### src/rtl/pipe_stage_reg.sv
// Elastic pipeline stage register: valid/ready handshake with a 2-entry skid buffer and synchronous flush.
// Optional statistics counters are built only when PIPE_STAGE_REG_STATS_EN is defined.
module pipe_stage_reg #(
  parameter int unsigned DATA_W = 79,
  parameter int unsigned CNT_W  = 16
) (
  input  logic              clk,
  input  logic              rst,
  input  logic              in_valid,
  output logic              in_ready,
  input  logic [DATA_W-1:0] in_data,
  output logic              out_valid,
  input  logic              out_ready,
  output logic [DATA_W-1:0] out_data,
  input  logic              flush,
  output logic [CNT_W-1:0]  stall_cnt,
  output logic [CNT_W-1:0]  flush_cnt
);

  // Encoding is the valid-bit pair {skid_valid, out_valid}.
  typedef enum logic [1:0] {
    EMPTY = 2'b00,
    ONE   = 2'b01,
    FULL  = 2'b11
  } state_t;

  state_t            state, state_nxt;
  logic [DATA_W-1:0] skid_data;
  logic              skid_valid;
  logic              accept, take;
  logic              load_main_in, load_main_skid, load_skid;

  assign out_valid  = (state != EMPTY);
  assign skid_valid = (state == FULL);
  assign in_ready   = ~skid_valid;
  assign accept     = in_valid & in_ready;
  assign take       = out_valid & out_ready;

  always_comb begin
    state_nxt      = state;
    load_main_in   = 1'b0;
    load_main_skid = 1'b0;
    load_skid      = 1'b0;
    case (state)
      EMPTY: begin
        if (accept) begin
          state_nxt    = ONE;
          load_main_in = 1'b1;
        end
      end
      ONE: begin
        if (accept && take) begin
          load_main_in = 1'b1;
        end else if (accept) begin
          state_nxt = FULL;
          load_skid = 1'b1;
        end else if (take) begin
          state_nxt = EMPTY;
        end
      end
      FULL: begin
        if (take) begin
          state_nxt      = ONE;
          load_main_skid = 1'b1;
        end
      end
      default: state_nxt = EMPTY;
    endcase
    // Flush wins over everything; data registers are left untouched.
    if (flush) begin
      state_nxt      = EMPTY;
      load_main_in   = 1'b0;
      load_main_skid = 1'b0;
      load_skid      = 1'b0;
    end
  end

  always_ff @(posedge clk or negedge rst) begin
    if (!rst) begin
      state     <= EMPTY;
      out_data  <= '0;
      skid_data <= '0;
    end else begin
      state <= state_nxt;
      if (load_main_in)
        out_data <= in_data;
      else if (load_main_skid)
        out_data <= skid_data;
      if (load_skid)
        skid_data <= in_data;
    end
  end

`ifdef PIPE_STAGE_REG_STATS_EN
  logic stall_evt, drop_evt;

  assign stall_evt = out_valid & ~out_ready;
  // A flush only counts if it actually destroys a held entry; a main entry taken this cycle is not lost.
  assign drop_evt  = flush & (skid_valid | (out_valid & ~out_ready));

  always_ff @(posedge clk or negedge rst) begin
    if (!rst) begin
      stall_cnt <= '0;
      flush_cnt <= '0;
    end else begin
      if (stall_evt && (stall_cnt != '1))
        stall_cnt <= stall_cnt + CNT_W'(1);
      if (drop_evt && (flush_cnt != '1))
        flush_cnt <= flush_cnt + CNT_W'(1);
    end
  end
`else
  assign stall_cnt = '0;
  assign flush_cnt = '0;
`endif

endmodule

### config.mk
export PLATFORM = sky130hd
export DESIGN_NAME = pipe_stage_reg
export DESIGN_NICKNAME = d
export VERILOG_FILES = /design/src/rtl/pipe_stage_reg.sv
export SDC_FILE = /design/constraint.sdc
export NUM_CORES = 1
export LEC_CHECK = 0
export ABC_CLOCK_PERIOD_IN_PS = 1600
export CAP_MARGIN = 20
export CORE_AREA = 2 2 110 154
export CTS_CLUSTER_SIZE = 40
export DETAILED_ROUTE_END_ITERATION = 6
export DIE_AREA = 0 0 112 156
export DONT_BUFFER_PORTS = 1
export PLACE_DENSITY_LB_ADDON = 0.1
export SYNTH_ARGS = -nofsm -noshare
export SYNTH_HDL_FRONTEND = slang
export SYNTH_SLANG_ARGS = --single-unit
### constraint.sdc
create_clock -name clk -period 1.6 [get_ports clk]
set_input_delay 0.32 -clock clk [delete_from_list [all_inputs] [get_ports clk]]
set_output_delay 0.32 -clock clk [all_outputs]
set_load 0.01 [all_outputs]
* Word-level counts from Yosys, hierarchy flattened
Index checks and enable logic that the tools add are counted.
** Cells by class
- Equal/unequal tests :: 6
- Multiplexer cells :: 19
- Bitwise operators :: 3
- Reductions and logical operators :: 5
** Operators with widths (count)
- 79-bit 2-to-1 mux :: 2
- 2-bit 2-to-1 mux :: 6
- 1-bit 2-to-1 mux :: 9
- 3-bit != test, second input constant :: 2
- 2-bit case mux with 3 select lines :: 1
- 4-bit != test, second input constant :: 1
- 4-bit AND reduction :: 1
- 2-bit nonzero test :: 2
- 3-bit by 2-bit != test with 1-bit output, second input constant :: 1
- 1-bit bitwise AND :: 2
- 2-bit by 1-bit == test with 1-bit output, second input constant :: 1
- 2-bit == test, second input constant :: 1
- 2-bit zero test :: 1
- 1-bit case mux with 2 select lines :: 1
- 1-bit logical AND :: 1
- 1-bit inverter :: 1
** Word-level totals
- Register bits :: 160
- Logic and storage cells :: 36

* Depth between registers and ports, before layout
- Word-level depth :: 8
- Mapped depth :: 9
- Mapped depth without buffers :: 6

* Worst setup path after synthesis
OpenSTA, ideal clock, no wires.
- Path type :: reg2reg
- From :: reg state[0]
- To :: reg out_data[23]
- Setup time :: 124 ps
- Data arrival time :: 1600 ps
- Data required time :: 1476 ps
- Slack :: -124 ps
- Cell stages (with the launch flop) :: 10
- Buffers on the path :: 3
- Clock period less this slack :: 1724 ps
- Cell sequence :: dfrtp_1 inv_1 ha_1 nand2b_4 nor3_2 buf_4 buf_8 buf_12 mux2i_1 o21ai_1
** Between the ends
- Cells in the longest elaborated chain, start to end :: 8
** RTL lines
- start, declared :: line 27 : state_t state, state_nxt;
- start signal, assigned :: line 84 : state <= state_nxt;
- 2-bit == test :: line 34, 44
- 1-bit inverter :: line 35 : assign in_ready = ~skid_valid;
- 1-bit bitwise AND :: line 36 : assign accept = in_valid & in_ready;
- 1-bit logical AND :: line 52 : if (accept && take) begin
- 1-bit 2-to-1 mux :: line 52
- 1-bit case mux with 2 select lines :: line 44 : case (state)
- 1-bit 2-to-1 mux :: line 70 : if (flush) begin
- 79-bit 2-to-1 mux or 2-bit nonzero test (tied branches)
- end signal, assigned :: line 86 : out_data <= in_data;
- end signal, assigned :: line 88 : out_data <= skid_data;
- end, declared :: line 14 : output logic [DATA_W-1:0] out_data,
Several ways; a longest one is shown, not always the timed one.
A chain may end at the register's enable or synchronous reset.

* Final worst setup path
- From :: reg state[1]
- To :: reg out_data[4]
Same word-level chain as after synthesis.

==> impl_metrics.toml <==
[critical_path]
crit_path_end_kind = "flop"
crit_path_max_incr_delay_ps = 420
crit_path_cell_trace = "inv_2 -> ha_4 -> nand2b_4 -> nor3_4 -> buf_6 -> buf_12 -> clkbuf_16 -> mux2i_1 -> o21ai_1"
worst_setup_path_start_kind = "flop"
path_delay_family = "buffers and inverters"
critPathKind = "reg -> reg"
crit_buf_inv = 4
crit_path_top_delay_cell = "dfrtp_2"
cp.arrival_ps = 2140
worstPathMaxFanout = 7
cp.required_ps = 1900

[drt]
post_drt_wl_per_cell_um = 19.24
remaining_drc_errors = 0
wl_mm = 15.89
viasPerCell = 5.157
first_pass_iters = 4
wl_met3_mm = 1.284
ant_nets = 0
highest_layer = "met4"
route.vias.total = 4260
wl_met2_mm = 8.494
drt_iter0_markers = 212
wl_met1_mm = 5.922

[floorplanning]
rows = 55
io_pins = 197
initial_utilization = 0.4399
die_w_um = 112
die_y_um = 156
core_area_sq_um = 16100
die-area_sq_um = 17470

[grt]
grtUsageTotal = 0.1754
grt.overflow.total = 0
grt_first_pass_wirelength_mm = 24.08
antenna_found_initial = 0
grt_pass1_vias = 4481
grt_max_degree = 161

[sta]
setup_violations = 162
hold_viol = 160
setup_ws_ps = -239.1
post-route-period-util = 1.149
fmax_mhz = 543.8
hold_slack_ps = -405.5
fin_skew_ps = 6.143
slew_violations = 0
post-route-min-period_ps = 1839
grt_setup_unrepaired = "true"

[flow_run]
cap_violations = 0

[power]
power_density_nw_per_um2 = 1793
p_seq_frac = 0.498
pwr-share-comb = 0.232
cellLeakagePower_uw = 0.003633
netSwitchingFraction = 0.3119
power.net_switching_uw = 4889
power.share.clock = 0.270
ir_drop_uv = 920.4
internal_power_uw = 10790

[cts]
clk_latency_ps = 420
clk_pin_slew_worst_paths_ps = 60
numCtsBuffers = 17
htreeDepth = 4
cts_tree = "yes"
cts.sinks = 160
cts-root-buf = "clkbuf_16"
clockBufferDepth = 2

[synthesis]
synth_edf_count = 0
synth_ff_type = "dfrtp_1"
yosysMostFrequentCell = "dfrtp_1"
synthCells = 566
syn-cell-area_sq_um = 7084
synth_seq_cells = 160
synth_top_cell_by_area = "dfrtp_1"
ys_seq_area_frac = 0.5652
synth_top_area_share = 0.5652
synth.top_cells.by_count = "dfrtp_1, mux2_2, mux2i_1, nand2_1, o21ai_0"
yosys_warnings = 0
synth.area.top_cells = "dfrtp_1, mux2_2, mux2i_1, o21ai_0, buf_4"
syn_area_per_cell_sq_um = 12.52
async_flop_share = 1.000
yosysUniqueCellTypes = 26

[placement]
place_hpwl_mm = 9.719
port_buffers = 0
pre_cts_slack_ps = -194.2
gp_congestion = 0.7297

[cells_and_area]
multiInputGateArea_sq_um = 2799
areaGrowthSynthToFinish_pct = 23.38
nNetsFinal = 702
fill_cells = 1399
ff_latch_area_sq_um = 4006
drive_above_1_share = 0.3254
antenna_cells = 0

[run_status]
violations = "hold timing, setup timing"
status = "finished with violations"

[hold_path]
hold_class = "in -> async"
==> per-layer routing <==
metal | global-route usage | up-vias
li1 | - | 1995
met1 | 0.2011 | 2126
met2 | 0.2978 | 124
met3 | 0.07615 | 15
met4 | 0.05401 | 0
met5 | 0 | -
==> stage by stage <==
step	power [uW]	area (sq um)	std cells	TNS, ps	util
after global placement	10600	7388	763	-17870	0.4588
final	15670	8741	826	-22450	0.5428
after global routing	16610	8741	826	-33510	0.5428
after CTS	15490	8293	808	-20700	0.5150
after floorplan	9857	7203	597	-5024	-
after detailed placement	10870	7388	763	-22620	0.4588
==> cell type report <==
cell class | instances | share of cell area
multi-input cells | 367 | 0.3202
repair buffers | 64 | 0.1195
clock inverters | 12 | 0.01775
inverters | 4 | 0.002290
well taps | 199 | 0.02849
flip-flops and latches | 160 | 0.4583
clock buffers | 20 | 0.05339
==> logic make-up (layout without fill, tap and decap cells) <==
| group | count (synthesis) | in the layout | synth area share |
|---|---|---|---|
| compound gates | 85 | 85 | 0.06199 |
| fa+ha+maj | 4 | 4 | 0.007065 |
| buf+inv | 70 | 100 | 0.07541 |
| flops | 160 | 160 | 0.5652 |
| mux | 158 | 158 | 0.2372 |
| other cells | 1 | 32 | 0.0005293 |
| simple gates | 88 | 88 | 0.05263 |
==> state kept, by name, indices dropped and copies added, names as in the netlist <==
signal and count:
state 2, out_data 79, skid_data 79
==> power by group through the flow <==
stage,Clock [uW],Sequential (uW),Combinational [uW]
2_1_floorplan,0,7400,2460
3_3_place_gp,0,7810,2790
3_5_place_dp,0,7890,2990
4_1_cts,4340,7830,3320
5_1_grt,4500,8060,4050
6_report,4230,7810,3640
==> repair_timing <==
item                                    CTS  global route
pin swaps                                 4             7
hold buffers                              4             3
gates cloned                              4            10
gates resized for setup                  67            60
endpoints found under the setup margin  162           162
setup buffers                             5             6
endpoints found under the hold margin   165           163
==> cell usage in the layout (no fill, tap or decap), types with 3 or more instances in the layout <==
cell           count
buf_12            19
buf_16             4
buf_4             10
buf_6             11
buf_8              4
bufinv_16          3
clkbuf_16         26
clkbuf_8           3
clkinv_2           3
conb_1            32
dfrtp_1          158
dlygate4sd3_1      7
inv_6              3
mux2_2            79
mux2i_1           78
nand2_1           68
nand2_2           10
o21ai_0            7
o21ai_1           70
o21ai_2            3
==> path summary, 6_finish.rpt <==
kind / start / end / slack, ps / cells after the start
setup / recovery: state[1]$_DFFE_PN0P_ / out_data[4]$_DFFE_PN0P_ / -240 / 9
setup reg to reg: state[1]$_DFFE_PN0P_ / out_data[4]$_DFFE_PN0P_ / -240 / 9
max in group asynchronous: rst / out_data[52]$_DFFE_PN0P_ / 1790 / 0
hold reg to reg: skid_data[37]$_DFFE_PN0P_ / skid_data[37]$_DFFE_PN0P_ / 510 / 1
min in group clk: in_data[62] / out_data[62]$_DFFE_PN0P_ / 20 / 2
hold / removal: rst / out_data[15]$_DFFE_PN0P_ / -410 / 0
(Power assumes the default switching activity.)
